--- src/rtl/if_bus_if_pkg.sv ---
// Shared definitions for the instruction-fetch bus master: FSM encoding, bus
// direction and the ISA no-op word.
package if_bus_if_pkg;

  localparam int unsigned BusIfStateW = 2;

  typedef enum logic [BusIfStateW-1:0] {
    StIdle   = 2'd0,
    StReq    = 2'd1,
    StAccess = 2'd2,
    StStall  = 2'd3
  } bus_if_state_e;

  localparam logic BusRead = 1'b1;

  localparam logic [31:0] IsaNop = 32'h0000_0000;

endpackage

--- src/rtl/if_bus_if.sv ---
// Instruction-fetch bus master: turns the IF pc into a request/grant/strobe/ready
// read on the shared bus and hands the fetched word to the IF register.
module if_bus_if
  import if_bus_if_pkg::*;
(
  input  logic        clk,
  input  logic        reset,
  input  logic        stall,
  input  logic        flush,
  input  logic [29:0] addr,
  input  logic        as,
  output logic [31:0] insn,
  output logic        busy,
  output logic        bus_req,
  input  logic        bus_grant,
  output logic [29:0] bus_addr,
  output logic        bus_as,
  output logic        bus_rw,
  input  logic [31:0] bus_rd_data,
  input  logic        bus_rdy
);

  bus_if_state_e state;
  logic          drop;
  logic [31:0]   rd_buf;

  assign bus_rw = BusRead;

  // insn and busy are combinational so the data reaches IF in the ready cycle.
  always_comb begin
    insn = IsaNop;
    busy = 1'b0;
    if (!reset) begin
      unique case (state)
        StIdle: begin
          busy = as & ~flush;
        end
        StReq: begin
          busy = 1'b1;
        end
        StAccess: begin
          if (bus_rdy) begin
            if (drop) begin
              busy = as & ~flush;
            end else if (!flush) begin
              insn = bus_rd_data;
            end
          end else begin
            busy = 1'b1;
          end
        end
        StStall: begin
          insn = rd_buf;
        end
        default: begin
          insn = IsaNop;
        end
      endcase
      // Let the pipeline load the flush target even though the bus is still busy.
      if (flush) begin
        busy = 1'b0;
      end
    end
  end

  always_ff @(posedge clk) begin
    if (reset) begin
      state    <= StIdle;
      bus_req  <= 1'b0;
      bus_as   <= 1'b0;
      bus_addr <= 30'd0;
      drop     <= 1'b0;
      rd_buf   <= IsaNop;
    end else begin
      bus_as <= 1'b0;
      unique case (state)
        StIdle: begin
          if (as && !flush) begin
            bus_req <= 1'b1;
            state   <= StReq;
          end
        end
        StReq: begin
          if (flush) begin
            drop <= 1'b1;
          end
          if (bus_grant) begin
            bus_addr <= addr;
            bus_as   <= 1'b1;
            state    <= StAccess;
          end
        end
        StAccess: begin
          if (bus_rdy) begin
            bus_req <= 1'b0;
            drop    <= 1'b0;
            if (drop || flush) begin
              state <= StIdle;
            end else begin
              rd_buf <= bus_rd_data;
              state  <= stall ? StStall : StIdle;
            end
          end else if (flush) begin
            // The transaction still runs to completion; only its result is dropped.
            drop <= 1'b1;
          end
        end
        StStall: begin
          if (!stall || flush) begin
            state <= StIdle;
          end
        end
        default: begin
          state <= StIdle;
        end
      endcase
    end
  end

endmodule

--- config.mk ---
export PLATFORM = sky130hd
export DESIGN_NAME = if_bus_if
export DESIGN_NICKNAME = d
export VERILOG_FILES = /design/src/rtl/if_bus_if_pkg.sv /design/src/rtl/if_bus_if.sv
export SDC_FILE = /design/constraint.sdc
export NUM_CORES = 1
export LEC_CHECK = 0
export BUFFER_PORTS_ARGS = -buffer_cell sky130_fd_sc_hd__buf_2
export CORE_ASPECT_RATIO = 0.7
export CORE_MARGIN = 10
export CORE_UTILIZATION = 46
export DETAILED_ROUTE_END_ITERATION = 10
export PLACE_DENSITY_LB_ADDON = 0.08
export SETUP_SLACK_MARGIN = 0.15
export SYNTH_ARGS = -nofsm -noshare
export SYNTH_HDL_FRONTEND = slang
export SYNTH_SLANG_ARGS = --single-unit
--- constraint.sdc ---
create_clock -name clk -period 2.05 [get_ports clk]
set_input_delay 0.1025 -clock clk [delete_from_list [all_inputs] [get_ports clk]]
set_output_delay 0.1025 -clock clk [all_outputs]
set_load 0.02 [all_outputs]
# Yosys cells after proc, flatten, opt, wreduce, memory -nomap -nowiden
# Cells that the tools add are included.
# totals
reg_bits	67
inputBits	69
elab_cells	54
# classes
n_eq_ne	7
muxes	24
bitwise	4
n_reduce_logical	13
# op_table
operator	n
32-bit two-way mux	4
32-bit one-hot mux with 2 select lines	1
2-bit two-way mux	6
1-bit two-way mux	9
2-bit != test (second input constant)	4
2-bit one-hot mux with 4 select lines	1
3-bit AND reduction	2
2-bit == test (second input constant)	2
1-bit one-hot mux with 2 select lines	2
4-bit AND reduction	1
2-bit nonzero test	2
1-bit inverter	3
1-bit one-hot mux with 3 select lines	1
2-bit by 1-bit == test with 1-bit output (second input constant)	1
1-bit logical NOT	2
2-bit logical NOT	1
1-bit logical OR	2
2-bit AND reduction	1
2-bit OR reduction	1
1-bit bitwise AND	1
1-bit logical AND	1

# Depth between registers and ports, before layout
# logic_depth
depth_word	7
depth_mapped	7

# Worst setup path before layout
# OpenSTA, ideal clock, no wires.
# synth_path
kind	flip-flop to output port
startpoint	register state[0]
endpoint	output insn[10]
t_arrival_ns	1.514
path_slack_ns	0.433
stages_incl_launch_ff	8
cell_sequence	dfxtp_1 inv_1 ha_1 and3_1 buf_2 buf_4 nand2_1 a21oi_1
# synth_between
elab_chain_len	3
word_cells_on_any_way	4
classes_between	eq/ne: 2; mux: 2
# synth_rtl
element	line	rtl
start, declared	if_bus_if.sv:23	bus_if_state_e state;
start signal, assigned	if_bus_if.sv:68	state <= StIdle;
start signal, assigned	if_bus_if.sv:80	state <= StReq;
start signal, assigned	if_bus_if.sv:90	state <= StAccess;
2-bit == test	if_bus_if.sv:34	unique case (state)
32-bit one-hot mux with 2 select lines (*)	if_bus_if.sv:34	
32-bit two-way mux (*)	if_bus_if.sv:33	if (!reset) begin
end, declared	if_bus_if.sv:12	output logic [31:0] insn,
# Every way passes the cells marked *; elsewhere a longest branch is shown, timed or not.

# Worst setup path after layout
# layout_path
startpoint	register state[1]
endpoint	output insn[30]
# The elaborated chain is that of the path after synthesis.

==> flow_summary.toml <==
[cts]
cts_tree = "built"
worstSkewPairLatency_ns = 0.34
cts_buffer_depth = 2
numCtsBuffers = 9
path_clk_slew_ns = 0.07
clock-root-buffer = "clkbuf_8"
clock_sinks = 67
htreeDepth = 3

[placement]
post_dp_cell_area_sq_mm = 0.003525
dpl.hpwl_mm = 6.111
dp_slack_ns = 0.1005
port_buffers = 133
gp_congestion = 0.8941

[pwr]
powerDensity_mw_per_mm2 = 823.2
power_leakage_uw = 0.001744
peakVddDrop_mv = 0.6163

[sta]
finalSetupViolCount = 0
min_period_ns = 1.833
finalHoldWorstSlack_ns = 0.01433
rsz0062_at_grt = "true"
slew-limit-headroom_pct = 57.14
slew_violations = 0
fin_ws_ns = 0.2166
finalHoldViolations = 0
tns_ns = 0
tightest_slew_ns = 0.6429
fin_skew_ns = 0.006277
fmax_ghz = 0.5454
fin_crit_sh_pct = 89.43

[final_layout]
final_util_pct = 72.14
synthToLayoutAreaGrowth_pct = 49.62
fin_area_sq_mm = 0.004214
multiInputGateArea_sq_mm = 0.001406
drive_gt1_share_pct = 33.64
n_fill_cell = 500
nets = 616
seq_area_sq_mm = 0.001346

[floorplanning]
core.rowCount = 23
die_w_um = 113.5
start_util_pct = 48.21
dieHeight_um = 85.47
io-pin-count = 135
fp.dieArea_sq_mm = 0.009702
coreArea_sq_mm = 0.005842

[route]
postRouteAntennaNets = 0
wl_per_cell_um = 15.33
dr.pass1.iters = 4
via_count = 3135
via_per_inst = 5.032
initialDrtViolationCount = 188
wirelength_mm = 9.548
drc = 0

[worst_hold_path]
holdPathStages = 3
hp-class = "in -> reg"
min_from = "addr[29]"
min_to = "bus_addr[29]$_SDFFE_PP0P_"

[worst_setup_path]
cp.required_ns = 1.95
rrSetupSlack_ns = 0.23
rr_worst_depth = 8
r2r-start = "state[0]$_SDFFE_PP0P_"
crit_type = "reg -> out"
cp.arrival_ns = 1.73
r2r-end = "state[1]$_SDFFE_PP0P_"
worstPathMaxFanout = 12
endpoint_kind = "output port"
crit_path_start = "state[1]$_SDFFE_PP0P_"
cp-start-kind = "flop"

[synthesis]
synth_most_common_cell = "nand2_1"
ys_async_sr_fraction_pct = 0
synth-main-ff-cell = "dfxtp_1"
synth_mux_area_share_pct = 0
synthTopCellsByCount = "157 x nand2_1, 96 x a21oi_1, 67 x dfxtp_1, 18 x clkbuf_1"
synth-compound-area-share_pct = 20.48
synthXorXnorAreaFrac_pct = 0
synth_cell_types = 28
netlist_area_sq_mm = 0.002816
synth_edf_count = 0
avgSynthCellArea_sq_um = 7.315
ys_warn_count = 0
synthAdderAreaFrac_pct = 2.221
synth.area.top_cells = "dfxtp_1 48%, nand2_1 21%, a21oi_1 17%, clkbuf_1 2.4%, ha_1 2.2%"
ys_seq_elements = 67
synth_cells = 385
synth-seq-area-share_pct = 47.62
yosys.area_share.simple_pct = 24.39
synth_top_cell_area_share_pct = 47.62
synth_fp_nets = 459
synth_top_family_by_area = "simple AND/OR/NAND/NOR gates"
yosys.area.top_type = "dfxtp_1"

[grt]
grt_max_degree = 60
grt_pass1_wl_mm = 15.02
grt_pass1_vias = 3158
antenna_found_initial = 1
grt_usage_pct = 18.72
grt_overflow = 0

[job]
max_cap_viol_count = 0

[run_status]
run_status = "finished clean"
==> logic make-up after synthesis <==
family                   after synthesis
AND/OR/NAND/NOR                      173
adder cells (fa/ha/maj)                5
flip-flops                            67
buffers and inverters                 33
AO/OA/AOI/OAI                        106
other                                  1
==> power by group <==
part | switching, uW | internal (uW) | leakage, uW | total, uW
registers | 81.0 | 1420 | 0.000543 | 1510
clock network | 499 | 563 | 0.0000966 | 1060
logic | 532 | 369 | 0.00110 | 902
==> what timing repair did <==
item                                   CTS  global route
setup endpoints to repair               45            35
gates resized for setup                 25            28
pin swaps                                0             4
cloned                                   1             0
endpoints found under the hold margin   28             0
hold buffers                            28             0
buffers inserted                         2             1
==> layout by cell type (no fill, tap or decap), types with 2 or more instances in the layout <==
master	count
a21oi_1	89
a21oi_2	7
a311oi_1	2
buf_2	115
buf_4	24
buf_6	5
clkbuf_8	9
clkinv_2	2
dfxtp_1	65
dlygate4sd3_1	28
ha_1	2
ha_2	2
inv_1	3
nand2_1	157
nand3_1	2
nor2_1	4
o21ai_0	2
==> final cells by class <==
cell class	instances	share of cell area (%)
timing repair buffer	175	27.41
antenna	1	0.05938
clock buffer	10	3.028
clock inverter	6	1.544
tap	75	2.227
sequential	67	31.95
inverter	4	0.4157
multi-input combinational	285	33.37
==> worst max path at each step <==
stage               slack (ns)                         to
floorplan                 0.43                   insn[10]
global placement          0.22  bus_addr[15]$_SDFFE_PP0P_
detailed placement        0.10  bus_addr[15]$_SDFFE_PP0P_
CTS                       0.17                   insn[14]
global route              0.13                   insn[29]
finish                    0.22                   insn[30]
==> registers in the layout, indices dropped and copies added (netlist names) <==
register  count
drop          1
bus_req       1
state         2
bus_as        1
bus_addr     30
rd_buf       32
==> layer usage <==
metal / vias up / share of wire [%] / global-route usage [%]
li1: 1567 / - / -
met1: 1431 / 42 / 21.04
met2: 123 / 47 / 31.66
met3: 14 / 8.6 / 7.806
met4: 0 / 1.9 / 5.632
met5: - / 0 / 0
==> per-stage QoR <==
step	cells	power [uW]
finish	623	3469
global placement	574	2273
CTS	621	3442
floorplan	385	2022
global route	623	3666
detailed placement	574	2288
==> critical path, cell delays in order (launching register included) <==
cell and delay [ns]:
dfxtp_2 0.40, ha_2 0.24, buf_6 0.17, o21bai_4 0.10, buf_6 0.15, a21oi_1 0.14
buf_2 0.19
(Power assumes the default switching activity.)
